==> config.mk <==
export PLATFORM = sky130hd
export DESIGN_NAME = config_chain_loader
export DESIGN_NICKNAME = d
export VERILOG_FILES = /design/src/rtl/config_chain_loader_pkg.sv /design/src/rtl/config_chain_loader_serializer.sv /design/src/rtl/config_chain_loader.sv
export SDC_FILE = /design/constraint.sdc
export NUM_CORES = 1
export LEC_CHECK = 0
export CAP_MARGIN = 15
export CORE_UTILIZATION = 56
export CTS_CLUSTER_SIZE = 8
export DETAILED_ROUTE_END_ITERATION = 8
export PLACE_DENSITY = 0.9
export SLEW_MARGIN = 20
export SYNTH_ARGS = -nofsm -noshare
export SYNTH_HDL_FRONTEND = slang
export SYNTH_SLANG_ARGS = --single-unit
==> constraint.sdc <==
create_clock -name config_clock -period 2.6 [get_ports config_clock]
set_input_delay 0.52 -clock config_clock [delete_from_list [all_inputs] [get_ports config_clock]]
set_output_delay 0.52 -clock config_clock [all_outputs]
set_load 0.05 [all_outputs]
==> src/rtl/config_chain_loader_pkg.sv <==
// Shared types and sizing for the configuration chain loader.
package config_chain_loader_pkg;

  typedef enum logic [1:0] {
    IDLE,
    WAIT_WORD,
    SHIFT,
    DONE
  } state_e;

  localparam int DEFAULT_WORD_WIDTH   = 32;
  localparam int DEFAULT_CHAIN_LENGTH = 36;
  localparam int NUM_WORDS =
    (DEFAULT_CHAIN_LENGTH + DEFAULT_WORD_WIDTH - 1) / DEFAULT_WORD_WIDTH;

endpackage

==> src/rtl/config_chain_loader_serializer.sv <==
// Parallel-in serial-out word register with a per-word bit counter.
module config_word_serializer #(
  parameter int WORD_WIDTH = 32,
  parameter int CNT_WIDTH  = $clog2(WORD_WIDTH + 1)
) (
  input  logic                  clk_i,
  input  logic                  rst_ni,
  input  logic                  load_i,
  input  logic                  shift_i,
  input  logic [WORD_WIDTH-1:0] word_i,
  input  logic [CNT_WIDTH-1:0]  nbits_i,
  output logic                  bit_o,
  output logic                  last_o,
  output logic [CNT_WIDTH-1:0]  pos_o
);

  logic [WORD_WIDTH-1:0] shreg_q, shreg_d;
  logic [CNT_WIDTH-1:0]  cnt_q, cnt_d;
  logic [CNT_WIDTH-1:0]  len_q, len_d;

  always_comb begin
    shreg_d = shreg_q;
    cnt_d   = cnt_q;
    len_d   = len_q;
    if (load_i) begin
      shreg_d = word_i;
      cnt_d   = '0;
      len_d   = nbits_i;
    end else if (shift_i) begin
      shreg_d = shreg_q >> 1;
      cnt_d   = cnt_q + CNT_WIDTH'(1);
    end
  end

  always_ff @(posedge clk_i or negedge rst_ni) begin
    if (!rst_ni) begin
      shreg_q <= '0;
      cnt_q   <= '0;
      len_q   <= '0;
    end else begin
      shreg_q <= shreg_d;
      cnt_q   <= cnt_d;
      len_q   <= len_d;
    end
  end

  assign bit_o  = shreg_q[0];
  assign pos_o  = cnt_q;
  assign last_o = (cnt_q == len_q - CNT_WIDTH'(1));

endmodule

==> src/rtl/config_chain_loader.sv <==
// Feeds configuration words serially into the tile config chain and
// captures the old chain contents emerging from the tail as readback words.
module config_chain_loader
  import config_chain_loader_pkg::*;
#(
  parameter int WORD_WIDTH   = 32,
  parameter int CHAIN_LENGTH = 36,
  parameter int COUNT_WIDTH  = $clog2(CHAIN_LENGTH + 1)
) (
  input  logic                  config_clock,
  input  logic                  config_nreset,
  input  logic                  start,
  input  logic                  abort,
  input  logic [WORD_WIDTH-1:0] word_data,
  input  logic                  word_valid,
  output logic                  word_ready,
  output logic                  chain_data,
  output logic                  chain_enable,
  input  logic                  chain_tail,
  output logic [WORD_WIDTH-1:0] rb_data,
  output logic                  rb_valid,
  output logic                  busy,
  output logic                  done,
  output logic                  aborted
);

  localparam int PosWidth = $clog2(WORD_WIDTH + 1);

  state_e                state_q, state_d;
  logic [COUNT_WIDTH-1:0] bitCnt_q, bitCnt_d;
  logic [WORD_WIDTH-1:0]  capture_q, capture_d;
  logic [WORD_WIDTH-1:0]  rbData_q, rbData_d;
  logic                   rbValid_q, rbValid_d;
  logic                   aborted_q, aborted_d;

  logic                   serLoad, serShift, serBit, serLast;
  logic [PosWidth-1:0]    serPos;
  logic [PosWidth-1:0]    wordBits;
  logic [COUNT_WIDTH-1:0] remaining;
  logic                   finalBit;
  logic [WORD_WIDTH-1:0]  sample;

  config_word_serializer #(
    .WORD_WIDTH(WORD_WIDTH),
    .CNT_WIDTH (PosWidth)
  ) u_serializer (
    .clk_i  (config_clock),
    .rst_ni (config_nreset),
    .load_i (serLoad),
    .shift_i(serShift),
    .word_i (word_data),
    .nbits_i(wordBits),
    .bit_o  (serBit),
    .last_o (serLast),
    .pos_o  (serPos)
  );

  // The final word carries only the bits still missing from the chain.
  assign remaining = COUNT_WIDTH'(CHAIN_LENGTH) - bitCnt_q;
  assign wordBits  = (int'(remaining) < WORD_WIDTH) ? PosWidth'(remaining)
                                                     : PosWidth'(WORD_WIDTH);
  assign finalBit  = (bitCnt_q == COUNT_WIDTH'(CHAIN_LENGTH - 1));
  assign sample    = capture_q | (WORD_WIDTH'(chain_tail) << serPos);

  always_comb begin
    state_d   = state_q;
    bitCnt_d  = bitCnt_q;
    capture_d = capture_q;
    rbData_d  = rbData_q;
    rbValid_d = 1'b0;
    aborted_d = 1'b0;
    serLoad   = 1'b0;
    serShift  = 1'b0;
    case (state_q)
      IDLE: begin
        if (start) begin
          state_d   = WAIT_WORD;
          bitCnt_d  = '0;
          capture_d = '0;
        end
      end
      WAIT_WORD: begin
        if (abort) begin
          state_d   = IDLE;
          aborted_d = 1'b1;
          capture_d = '0;
        end else if (word_valid) begin
          serLoad = 1'b1;
          state_d = SHIFT;
        end
      end
      SHIFT: begin
        if (abort) begin
          state_d   = IDLE;
          aborted_d = 1'b1;
          capture_d = '0;
        end else begin
          serShift = 1'b1;
          bitCnt_d = bitCnt_q + COUNT_WIDTH'(1);
          // A full word boundary and the last chain bit both flush the capture.
          if (serLast || finalBit) begin
            rbData_d  = sample;
            rbValid_d = 1'b1;
            capture_d = '0;
            state_d   = finalBit ? DONE : WAIT_WORD;
          end else begin
            capture_d = sample;
          end
        end
      end
      DONE: begin
        state_d = IDLE;
      end
      default: begin
        state_d = IDLE;
      end
    endcase
  end

  always_ff @(posedge config_clock or negedge config_nreset) begin
    if (!config_nreset) begin
      state_q   <= IDLE;
      bitCnt_q  <= '0;
      capture_q <= '0;
      rbData_q  <= '0;
      rbValid_q <= 1'b0;
      aborted_q <= 1'b0;
    end else begin
      state_q   <= state_d;
      bitCnt_q  <= bitCnt_d;
      capture_q <= capture_d;
      rbData_q  <= rbData_d;
      rbValid_q <= rbValid_d;
      aborted_q <= aborted_d;
    end
  end

  assign word_ready   = (state_q == WAIT_WORD);
  assign busy         = (state_q == WAIT_WORD) || (state_q == SHIFT);
  assign chain_enable = (state_q == SHIFT);
  assign chain_data   = (state_q == SHIFT) && serBit;
  assign done         = (state_q == DONE);
  assign rb_data      = rbData_q;
  assign rb_valid     = rbValid_q;
  assign aborted      = aborted_q;

endmodule

==> results.txt, run 1 <==
The placed wire-length estimate after detailed placement came out at 9.91 mm. A synthesized cell averages 8.50 sq um. In the synthesized netlist the dominant register cell turns out to be sky130_fd_sc_hd__dfrtp_1. The post-CTS clock slew at the launch and capture registers of the worst setup and hold paths is 0.05 ns. The count of TritonRoute iterations in the first routing pass is 6. After the first detailed-routing iteration, the DRC count stood at 768.

The cell area after placement came out at 7200 sq um. The die span in y is 108 um. In the routed design, unresolved DRC markers number 0. The overflow left after global routing came out at 0.

The number of global-route vias before repair is 5602. At the end of routability-driven placement, the weighted congestion stood at 0.779. Synthesis handed over a netlist of 741 instances.

Entering global routing, the biggest net connects 119 pins. The delay of the slowest cell on the worst path came out at 0.82 ns. The clock latency on the worst-skew pair is 0.53 ns. The count of state elements after synthesis is 118. The clock sink count came out at 118. 0 antenna diodes ended up in the layout. The final hold violation count came out at 0.

Setup violations remaining at the end of the flow were counted as 0. Clock tree synthesis selected as its root buffer the cell sky130_fd_sc_hd__clkbuf_8. STA puts the critical path data arrival time at 2.04 ns.

The worst setup skew after layout is 0.00770 ns. The number of clock buffers inserted by TritonCTS came out at 17. Synthesis instantiated 47 different standard cells from the library.

The final cell area excluding filler cells is 7770 sq um. Ranked by instance count, the synthesized netlist is headed by 118 x sky130_fd_sc_hd__dfrtp_1, 107 x sky130_fd_sc_hd__nand2_1, 76 x sky130_fd_sc_hd__nor2_1. The number of placed instances with taps included came out at 914. The count of flip-flops with a built-in enable after synthesis is 0. The final-layout fill cell count is 751. The warning count from the yosys run came out at 0. The floorplan step set the die width to 108 um. The overall die area came out at 11700 sq um. The critical path in this run is classified as reg2out. The largest fanout on the critical path came out at 5.

The highest clock frequency the design can meet came out at 390 MHz. Compared with the post-synthesis result, the final layout area differs by 23.4%. CTS built an H-tree with a depth of 4. The wire length after detailed routing is 16.1 mm. The origin of the critical flop-to-flop path is u_serializer.len_q[0]. The worst slew margin relative to its limit came out at 0.555. The worst path buffer plus inverter count came out at 1. For this design, the slowest cell found on the critical path is sky130_fd_sc_hd__clkdlybuf4s50_1. Setup repair after global routing left no endpoint under its margin. The number of non-filler instances in the completed layout came out at 944.

The synthesized cell area is 6300 sq um. In this run the remaining antenna-violating nets after routing total 0. For this design the static power due to leakage is 0.00341 uW. The final worst-path cycle share is 0.986. By area the synthesized netlist is led by sky130_fd_sc_hd__dfrtp_1 47%, sky130_fd_sc_hd__nand2_1 6.4%, sky130_fd_sc_hd__a31oi_1 6.3%. The number of vias after detailed routing came out at 5937. The peak supply drop is 555 uV. Traced cell by cell, the critical path runs through ha_1 -> clkdlybuf4s50_1. The worst setup path is captured at a primary output. The initial antenna violation count came out at 0.

The count of buffers added on input and output ports is 76. The final critical delay including setup and external delays is 2.56 ns. The first global-routing pass estimated 26.8 mm of wire. The path class of the tightest hold or removal check is in2async. The number of hold buffers added after CTS was 0. TritonCTS built the clock tree. Grouping stages by cell kind, the critical path spends the most delay in buffers and inverters. Summed over all failing endpoints, the final setup total negative slack is 0 ns. In this run the critical register-to-register path is captured at rb_data[13]. The vias per cell came out at 6.29. The most common cell in the netlist is sky130_fd_sc_hd__dfrtp_1. Of the post-synthesis cell area, the dominant cell type holds 0.469. The number of nets handed over by synthesis was 788. The total count of max-transition violations in the final report was 0. Of the cells placed in the final design, the portion with a size suffix greater than 1 is 0.0846. Across all register-to-register paths, the minimum setup slack is 0.14 ns.

The tool flagged a number of max-cap violations equal to 0. Dividing the detail-routed wire length by the instance count gives 17.0 um. The maximum buffer depth of the clock tree is 2. Data on the critical path is required at its endpoint by 2.08 ns. The worst setup path is launched from a register. The initial core utilization is 0.578. The core region is 10900 sq um. The run finished with clean final reports. The post-CTS setup repair buffer count is 0. The portion of the post-synthesis area used by sequential elements came out at 0.469. For this design the ratio of total power to cell area is 775 nW/um^2. The number of ports placed on the die boundary came out at 77. The transition time at the pin with the least slew margin is 0.666 ns. The combined global-route utilization of all metal layers is 0.296. The synthesized design spends more area on one cell type than any other, namely sky130_fd_sc_hd__dfrtp_1. After the last flow step, the layout net total stands at 840. The number of core rows is 38. The cell count of the worst reg-to-reg path is 8. Of all flip-flops after synthesis, the portion carrying an async set or reset was 1.00.
[layout make-up]
type	instances	area, sq um	area share
Clock inverter	2	35.0	0.00451
Timing Repair Buffer	102	1020	0.131
Clock buffer	28	536	0.0689
Tap cell	140	175	0.0225
Inverter	11	41.3	0.00531
Multi-Input combinational cell	543	3010	0.387
Sequential cell	118	2950	0.380
[per-layer routing]
| metal | vias to the layer above | GRT usage | wire, um |
|---|---|---|---|
| met5 | - | 0 | 0 |
| li1 | 2732 | - | - |
| met4 | 0 | 0.112 | 384 |
| met1 | 2878 | 0.374 | 6430 |
| met2 | 279 | 0.479 | 7960 |
| met3 | 48 | 0.0874 | 1290 |
[flip-flops by register name (all words and copies together), names as in the netlist]
signal and count:
u_serializer.len_q 6, u_serializer.pos_o 6, bitCnt_q 6, state_q 2
aborted 1, u_serializer.shreg_q 32, rb_data 32, rb_valid 1
capture_q 32
[worst reg2reg max path: stages (launching register included)]
cell and delay, ns:
sky130_fd_sc_hd__dfrtp_1 0.42, sky130_fd_sc_hd__inv_1 0.08, sky130_fd_sc_hd__ha_1 0.21, sky130_fd_sc_hd__or3b_1 0.39, sky130_fd_sc_hd__a211oi_2 0.26, sky130_fd_sc_hd__nand4_4 0.18
sky130_fd_sc_hd__buf_12 0.21, sky130_fd_sc_hd__or4_1 0.55, sky130_fd_sc_hd__nand3_1 0.10
[worst max path at each step]
stage	from	end	slack, ns	cells past startpoint
3_5_place_dp	u_serializer.len_q[0]	rb_data[30]	0.14	8
6_report	state_q[1]	done	0.04	2
4_1_cts	state_q[1]	done	0.06	2
2_1_floorplan	state_q[0]	rb_data[26]	0.22	10
3_3_place_gp	abort	capture_q[7]	0.23	6
5_1_grt	u_serializer.len_q[0]	rb_data[20]	0.003	8
[layout by cell type, fill, tap and decap left out, drive strengths merged, types with 3 or more instances in the layout]
cell type      netlist  routed
dfrtp              118     118
nand2              107     107
nor2                76      76
clkdlybuf4s50        0      71
nand3               69      69
a21oi               68      68
a31oi               63      63
o21ai               36      36
or4                 33      33
buf                 22      29
clkbuf              47      28
xor2                12      12
inv                 11      11
ha                   9       9
nor2b                8       8
xnor2                7       7
a22o                 7       7
o31ai                5       5
nand4                4       4
and2                 3       3
or3                  3       3
nor4bb               3       3
and3                 3       3
nor4b                3       3
[per-stage QoR]
| stage | total power [uW] | util | hold slack, ns | setup slack, ns |
|---|---|---|---|---|
| 4_1_cts | 6030 | 0.714 | 0.113 | 0.0561 |
| 3_5_place_dp | 3780 | 0.662 | 0.484 | 0.139 |
| 3_3_place_gp | 3700 | 0.662 | 0.477 | 0.230 |
| 2_1_floorplan | 3310 | - | 0.224 | 0.223 |
| 6_report | 6020 | 0.714 | 0.0992 | 0.0353 |
| 5_1_grt | 6320 | 0.714 | 0.123 | 0.00280 |
[power by group]
group          internal (uW)  switching (uW)
clock                   1460             767
combinational            550             907
sequential              2140             200
[cell families (layout without fill, tap and decap cells)]
kind of cell             count (synthesis)  in the layout  share of synthesized area
AO/OA/AOI/OAI                          188            188                      0.175
AND/OR/NAND/NOR                        325            325                      0.254
buffers and inverters                   80            143                     0.0547
multiplexers                             2              2                    0.00318
flip-flops                             118            118                      0.469
adder cells (fa/ha/maj)                  9              9                     0.0179
XOR/XNOR                                19             19                     0.0264
[what timing repair did]
item | 4_1_cts | 5_1_grt
resized for setup | 2 | 0
endpoints found under the setup margin | 2 | 17
pin swaps | 0 | 1
No activity file was read; power rests on OpenSTA's default activity.
==> inputs of run 2 (changes only) <==
--- a/config.mk
+++ b/config.mk
@@ -6,8 +6,9 @@
 export NUM_CORES = 1
 export LEC_CHECK = 0
 export CAP_MARGIN = 15
-export CORE_UTILIZATION = 56
-export CTS_CLUSTER_SIZE = 8
+export CELL_PAD_IN_SITES_DETAIL_PLACEMENT = 0
+export CELL_PAD_IN_SITES_GLOBAL_PLACEMENT = 2
+export CORE_UTILIZATION = 34
 export DETAILED_ROUTE_END_ITERATION = 8
 export PLACE_DENSITY = 0.9
 export SLEW_MARGIN = 20
==> results.txt, run 2 (same netlist as run 1, synthesis figures left out) <==
The run finished, with violations left. The checks that failed: DRC. The buffer type at the clock tree root is sky130_fd_sc_hd__clkbuf_16. TritonCTS built the clock tree. The die span in y is 138 um (+28%).

The initial antenna violation count was 0 (unchanged). The final hold violation count came to 0 (unchanged). The overall die area came to 19100 sq um (+63%). STA classifies the critical path startpoint as a register. The placed wire-length estimate after detailed placement came out at 10.5 mm (+6.4%).

The number of global-route vias before repair came to 5651 (+0.87%). The number of non-filler instances in the completed layout came out at 1048 (+11%). The multi-input gate area in the final layout came to 3020 sq um (+0.29%).

Setup repair after global routing left no endpoint under its margin. The share of layout cells above drive strength 1 is 0.103 (+0.0180). The count of TritonRoute iterations in the first routing pass is 7 (+1).

The worst hold path belongs to the class in2async. The number of remaining DRC errors is 7 (+7). The power density of the placed cells is 747 nW/um^2 (-3.6%). The total inserted antenna cells is 0 (unchanged). The clock latency on the worst-skew pair came out at 0.41 ns (-0.12 ns). The static leakage came out at 0.00348 uW (+2.0%).

The width of the die is 138 um (+28%). The relative contribution of combinational cells to total power is 0.256 (+0.014). The share of total power in the clock network is 0.354 (-0.016). The vias per cell is 5.46 (-13%). The area taken by flip-flops and latches came out at 2950 sq um (unchanged). The transition time at the pin with the least slew margin came out at 0.737 ns (+0.0709 ns). The maximum number of pins on one net before global-route repair is 68 (-43%). The setup path with the least slack is of type reg2out. The number of failing setup endpoints in the final timing report came out at 0 (unchanged). The initial core utilization is 0.348 (-0.230). The final-layout fill cell count is 1745 (+130%).

The required arrival time at the worst endpoint came out at 2.08 ns (about the same). The core occupancy in the finished layout is 0.441 (-0.273). The net count reported at finish came out at 857 (+2.0%).

The data arrival time of the critical path is 1.99 ns (-0.05 ns). The worst setup skew after layout came out at 0.00617 ns (-0.00153 ns). The final critical delay including setup and external delays is 2.51 ns (-0.0595 ns).

The synthesis-to-finish area growth came out at 26.6%. The combined global-route utilization of all metal layers is 0.180 (-0.115). The number of core rows came to 49 (+29%). STA classifies the critical path endpoint as a primary output. The final cell area excluding filler cells was 7970 sq um (+2.6%). The highest clock frequency the design can meet is 399 MHz (+2.4%).

In the layout the commonest cells are 118 x sky130_fd_sc_hd__dfrtp_1, 106 x sky130_fd_sc_hd__nand2_1, 76 x sky130_fd_sc_hd__nor2_1. The number of max-cap violations was 0 (unchanged). The sequential share of power is 0.389 (about the same). Leaving out fill and tap cells, the most frequent cell in the layout is sky130_fd_sc_hd__dfrtp_1. The average wire per cell in the routed design came out at 15.9 um (-6.8%). The cell area after placement is 7410 sq um (+2.9%). The count of buffers from port buffering came to 76 (unchanged). The DRC marker count from the first detailed-route iteration came out at 435 (-43%).

The peak supply drop was 525 uV (-5.5%). The total power draw came to 5960 uW (-1.1%). The post-CTS clock slew at the launch and capture registers of the worst setup and hold paths was 0.05 ns (about the same). The maximum buffer depth of the clock tree is 2 (unchanged). The clock sink count came out at 118 (unchanged). The switching power of the nets is 1890 uW (+0.58%). The net switching fraction of the power came to 0.317 (+0.00521). The final worst-path cycle share is 0.964 (-0.0229). The area inside the core boundary came out at 18100 sq um (+66%). The antenna violation net count after detailed routing is 0 (unchanged).

The H-tree level count is 4 (unchanged). The number of placed instances with taps included is 1019 (+11%). The largest fanout on the critical path came to 3 (-2). The total count of max-transition violations in the final report is 0 (unchanged). The number of vias after detailed routing came out at 5717 (-3.7%).

The number of clock buffers inserted by TritonCTS was 17 (unchanged). The overflow left after global routing is 0 (unchanged). The worst slew margin relative to its limit came out at 0.509 (-0.0461). The wire length after detailed routing is 16.6 mm (+3.4%). The number of ports placed on the die boundary was 77 (unchanged).

The final weighted congestion of routability-driven global placement is 0.780 (+0.12%). The internal cell power came out at 4070 uW (-1.8%). The first-pass GRT wire length came out at 28.1 mm (+5.1%).
## run 2: worst max-delay path, stage by stage (launching register included)
cell	delay (ns)
sky130_fd_sc_hd__dfrtp_1	0.39
sky130_fd_sc_hd__inv_1	0.10
sky130_fd_sc_hd__ha_1	0.17
sky130_fd_sc_hd__buf_4	0.13
sky130_fd_sc_hd__clkdlybuf4s50_1	0.79
## run 2: power groups by stage
stage / clock network [uW] / logic, uW / registers, uW
after global routing: 2240 / 1680 / 2360
after global placement: 0 / 1410 / 2330
after detailed placement: 0 / 1480 / 2340
after floorplan: 0 / 989 / 2320
final: 2110 / 1530 / 2320
after CTS: 2160 / 1490 / 2320
## run 2: stage by stage
step | setup TNS, ns | worst slack [ns] | hold slack, ns
after floorplan | 0 | 0.223 | 0.224
after CTS | 0 | 0.0134 | 0.178
after global placement | -5.41 | -0.172 | 0.475
after detailed placement | 0 | 0.0473 | 0.485
after global routing | 0 | 0.00515 | 0.207
final | 0 | 0.0948 | 0.163
## run 2: layout make-up
class                           count  area share
Sequential cell                   118       0.370
Clock buffer                       24      0.0629
Inverter                           11     0.00518
Tap cell                          229      0.0359
Timing Repair Buffer              119       0.144
Clock inverter                      4     0.00282
Multi-Input combinational cell    543       0.379
## run 2: final timing paths
kind / from / end / slack (ns) / depth (start not counted)
worst max-delay path: state_q[1] / word_ready / 0.09 / 4
max in group asynchronous: config_nreset / rb_data[9] / 1.69 / 2
min in group config_clock: capture_q[14] / capture_q[14] / 0.49 / 2
worst max register to register: u_serializer.len_q[1] / rb_data[5] / 0.11 / 9
worst min-delay path: config_nreset / rb_data[24] / 0.16 / 1
worst min register to register: capture_q[14] / capture_q[14] / 0.49 / 2
## run 2: what timing repair did
action / in CTS / in global routing
endpoints found under the hold margin: 0 / 0
gates resized for setup: 0 / 4
hold buffers: 0 / 0
setup buffers: 0 / 1
endpoints found under the setup margin: 0 / 49
## run 2: metal layers
layer  share of wire  GRT usage  routed length [um]  vias up
li1                -          -                   -     2788
met1            0.48      0.231                7910     2800
met4           0.016     0.0656                 265        0
met5               0          0                   0        -
met3           0.039     0.0430                 644       22
met2            0.47      0.297                7800      107
==> inputs of run 3 (changes only) <==
--- a/config.mk
+++ b/config.mk
@@ -5,11 +5,13 @@
 export SDC_FILE = /design/constraint.sdc
 export NUM_CORES = 1
 export LEC_CHECK = 0
+export ABC_CLOCK_PERIOD_IN_PS = 2600
 export CAP_MARGIN = 15
 export CELL_PAD_IN_SITES_DETAIL_PLACEMENT = 0
 export CELL_PAD_IN_SITES_GLOBAL_PLACEMENT = 2
-export CORE_UTILIZATION = 34
+export CORE_UTILIZATION = 39
 export DETAILED_ROUTE_END_ITERATION = 8
+export DONT_BUFFER_PORTS = 1
 export PLACE_DENSITY = 0.9
 export SLEW_MARGIN = 20
 export SYNTH_ARGS = -nofsm -noshare
==> results.txt, run 3 (same netlist as run 1, synthesis figures left out) <==
The final weighted congestion of routability-driven global placement was 0.758 (-2.9%). The total count of max-transition violations in the final report is 0 (unchanged). The final critical delay including setup and external delays is 2.45 ns (-0.0546 ns). The number of failing setup endpoints in the final timing report is 0 (unchanged).

The number of ports placed on the die boundary is 77 (unchanged). The peak supply drop came out at 823 uV (+57%). STA classifies the critical path startpoint as a register. The kind of end point of the critical path is a register. The number of core rows came out at 46 (-6.1%). Leaving out fill and tap cells, the most frequent cell in the layout is sky130_fd_sc_hd__dfrtp_1.

The required arrival time at the worst endpoint came out at 2.90 ns (+0.82 ns). The internal cell power is 4100 uW (+0.61%). The initial antenna violation count is 0 (unchanged). The sequential share of power is 0.396 (+0.007). The final worst-path cycle share is 0.943 (-0.0210). The final hold violation count came out at 118 (+118).

The aggregate negative setup slack came to 0 ns (unchanged). The area inside the core boundary is 15800 sq um (-12%). The DRC marker count from the first detailed-route iteration is 355 (-18%). The transition time at the pin with the least slew margin was 0.567 ns (-0.171 ns).

The number of clock buffers inserted by TritonCTS came out at 17 (unchanged). The data arrival time of the critical path was 2.75 ns (+0.76 ns). The largest fanout on the critical path came to 32 (+29).

The number of vias after detailed routing is 5386 (-5.8%). The average wire per cell in the routed design is 16.3 um (+2.8%). The total power draw came to 5950 uW (-0.15%). The overall die area is 16700 sq um (-13%). The run finished, with violations left.

The count of TritonRoute iterations in the first routing pass came to 7 (unchanged). The worst slew margin relative to its limit came out at 0.622 (+0.114). The overflow left after global routing is 0 (unchanged). The core occupancy in the finished layout is 0.453 (+0.0123). Walking the worst path, the cells encountered are inv_1 -> ha_1 -> or3b_1 -> a211oi_2 -> nand4_4 -> buf_4 -> o31ai_2 -> buf_12 -> nor2_1.

The wire length after detailed routing is 15.5 mm (-6.6%). The number of placed instances with taps included is 919 (-9.8%). The worst hold slack came out at -0.200 ns (-0.363 ns). The relative contribution of combinational cells to total power is 0.212 (-0.044). The maximum number of pins on one net before global-route repair is 119 (+75%). The slowest stage of the critical path belongs to the cell sky130_fd_sc_hd__dfrtp_1. The power density of the placed cells came out at 829 nW/um^2 (+11%). The number of remaining DRC errors came out at 0 (-7). The net switching fraction of the power is 0.311 (-0.00523). The checks that failed: hold timing. The worst setup path is of the reg2reg kind. The buffer type at the clock tree root is sky130_fd_sc_hd__clkbuf_16. The delay of the slowest cell on the worst path came out at 0.41 ns (-0.38 ns).

The clock latency on the worst-skew pair came out at 0.42 ns (about the same). The highest clock frequency the design can meet came out at 408 MHz (+2.2%). The post-CTS clock slew at the launch and capture registers of the worst setup and hold paths came out at 0.05 ns (about the same).

The antenna violation net count after detailed routing came to 0 (unchanged). The synthesis-to-finish area growth is 13.9%. The static leakage is 0.00312 uW (-10%).

The number of max-cap violations is 0 (unchanged). The worst setup skew after layout came out at 0.00836 ns (+0.00219 ns). The number of global-route vias before repair came out at 5146 (-8.9%). The switching power of the nets is 1850 uW (-1.8%).

The combined global-route utilization of all metal layers came out at 0.201 (+0.0208). The width of the die is 129 um (-6.5%). The clock sink count is 118 (unchanged). Setup repair after global routing left no endpoint under its margin. The share of layout cells above drive strength 1 is 0.102 (-0.000662). The net count reported at finish came out at 770 (-10%). The die span in y came to 129 um (-6.5%). The H-tree level count came to 4 (unchanged).

The placed wire-length estimate after detailed placement is 9.64 mm (-8.6%). The top cell types in the final layout, fill and taps aside, are 118 x sky130_fd_sc_hd__dfrtp_1, 106 x sky130_fd_sc_hd__nand2_1, 76 x sky130_fd_sc_hd__nor2_1. The count of buffers from port buffering was 0 (-100%). The tightest min-delay check is of the in2async type.

The initial core utilization is 0.398 (+0.0497). The number of non-filler instances in the completed layout was 952 (-9.2%). The first-pass GRT wire length came out at 26.3 mm (-6.5%). The vias per cell is 5.66 (+3.7%). The share of total power in the clock network came out at 0.393 (+0.039). The maximum buffer depth of the clock tree came to 2 (unchanged). The total inserted antenna cells is 0 (unchanged).

TritonCTS built the clock tree.
-- run 3: power by group through the flow --
stage / logic [uW] / registers (uW) / clock network, uW
2_1_floorplan: 989 / 2320 / 0
3_3_place_gp: 1230 / 2370 / 0
3_5_place_dp: 1260 / 2380 / 0
4_1_cts: 1270 / 2350 / 2400
5_1_grt: 1410 / 2400 / 2480
6_report: 1260 / 2350 / 2340
-- run 3: stage by stage --
step                hold WS (ns)  instance area, sq um  setup slack (ns)
floorplan                  0.224                  6300             0.223
global route              -0.227                  7170            0.0192
finish                    -0.200                  7170             0.149
detailed placement         0.227                  6570             0.121
CTS                       -0.224                  7160             0.110
global placement           0.228                  6570             0.227
-- run 3: final timing paths --
| kind | startpoint | endpoint | slack (ns) | cells past startpoint |
|---|---|---|---|---|
| max | u_serializer.len_q[0] | capture_q[21] | 0.15 | 9 |
| min | config_nreset | rb_data[17] | -0.20 | 0 |
| max reg2reg | u_serializer.len_q[0] | capture_q[21] | 0.15 | 9 |
| min reg2reg | capture_q[12] | capture_q[12] | 0.49 | 2 |
| max in group asynchronous | config_nreset | rb_data[4] | 2.52 | 0 |
| min in group config_clock | word_data[31] | u_serializer.shreg_q[31] | 0.22 | 2 |
-- run 3: worst max-delay path, delay by kind of cell (launching register included) --
kind,cells,cell delay [ns]
compound gates,2,0.58
fa+ha+maj,1,0.21
buf+inv,3,0.49
flops,1,0.41
simple gates,3,0.64
-- run 3: routing by layer --
metal	global-route usage	part of all wire	wire length, um
met5	0	0	0
met1	0.271	0.47	7250
met2	0.312	0.47	7240
met4	0.0685	0.016	248
met3	0.0574	0.050	772
-- run 3: what timing repair did --
action	4_1_cts	5_1_grt
resized for setup	0	0
buffers inserted	0	1
endpoints found under the hold margin	118	118
setup endpoints to repair	0	27
-- run 3: layout make-up --
cell class | count | area (sq um)
Clock inverter | 11 | 123
Clock buffer | 21 | 470
Tap cell | 216 | 270
Inverter | 11 | 41.3
Timing Repair Buffer | 32 | 303
Fill cell | 1539 | 8660
Sequential cell | 118 | 2950
Multi-Input combinational cell | 543 | 3010
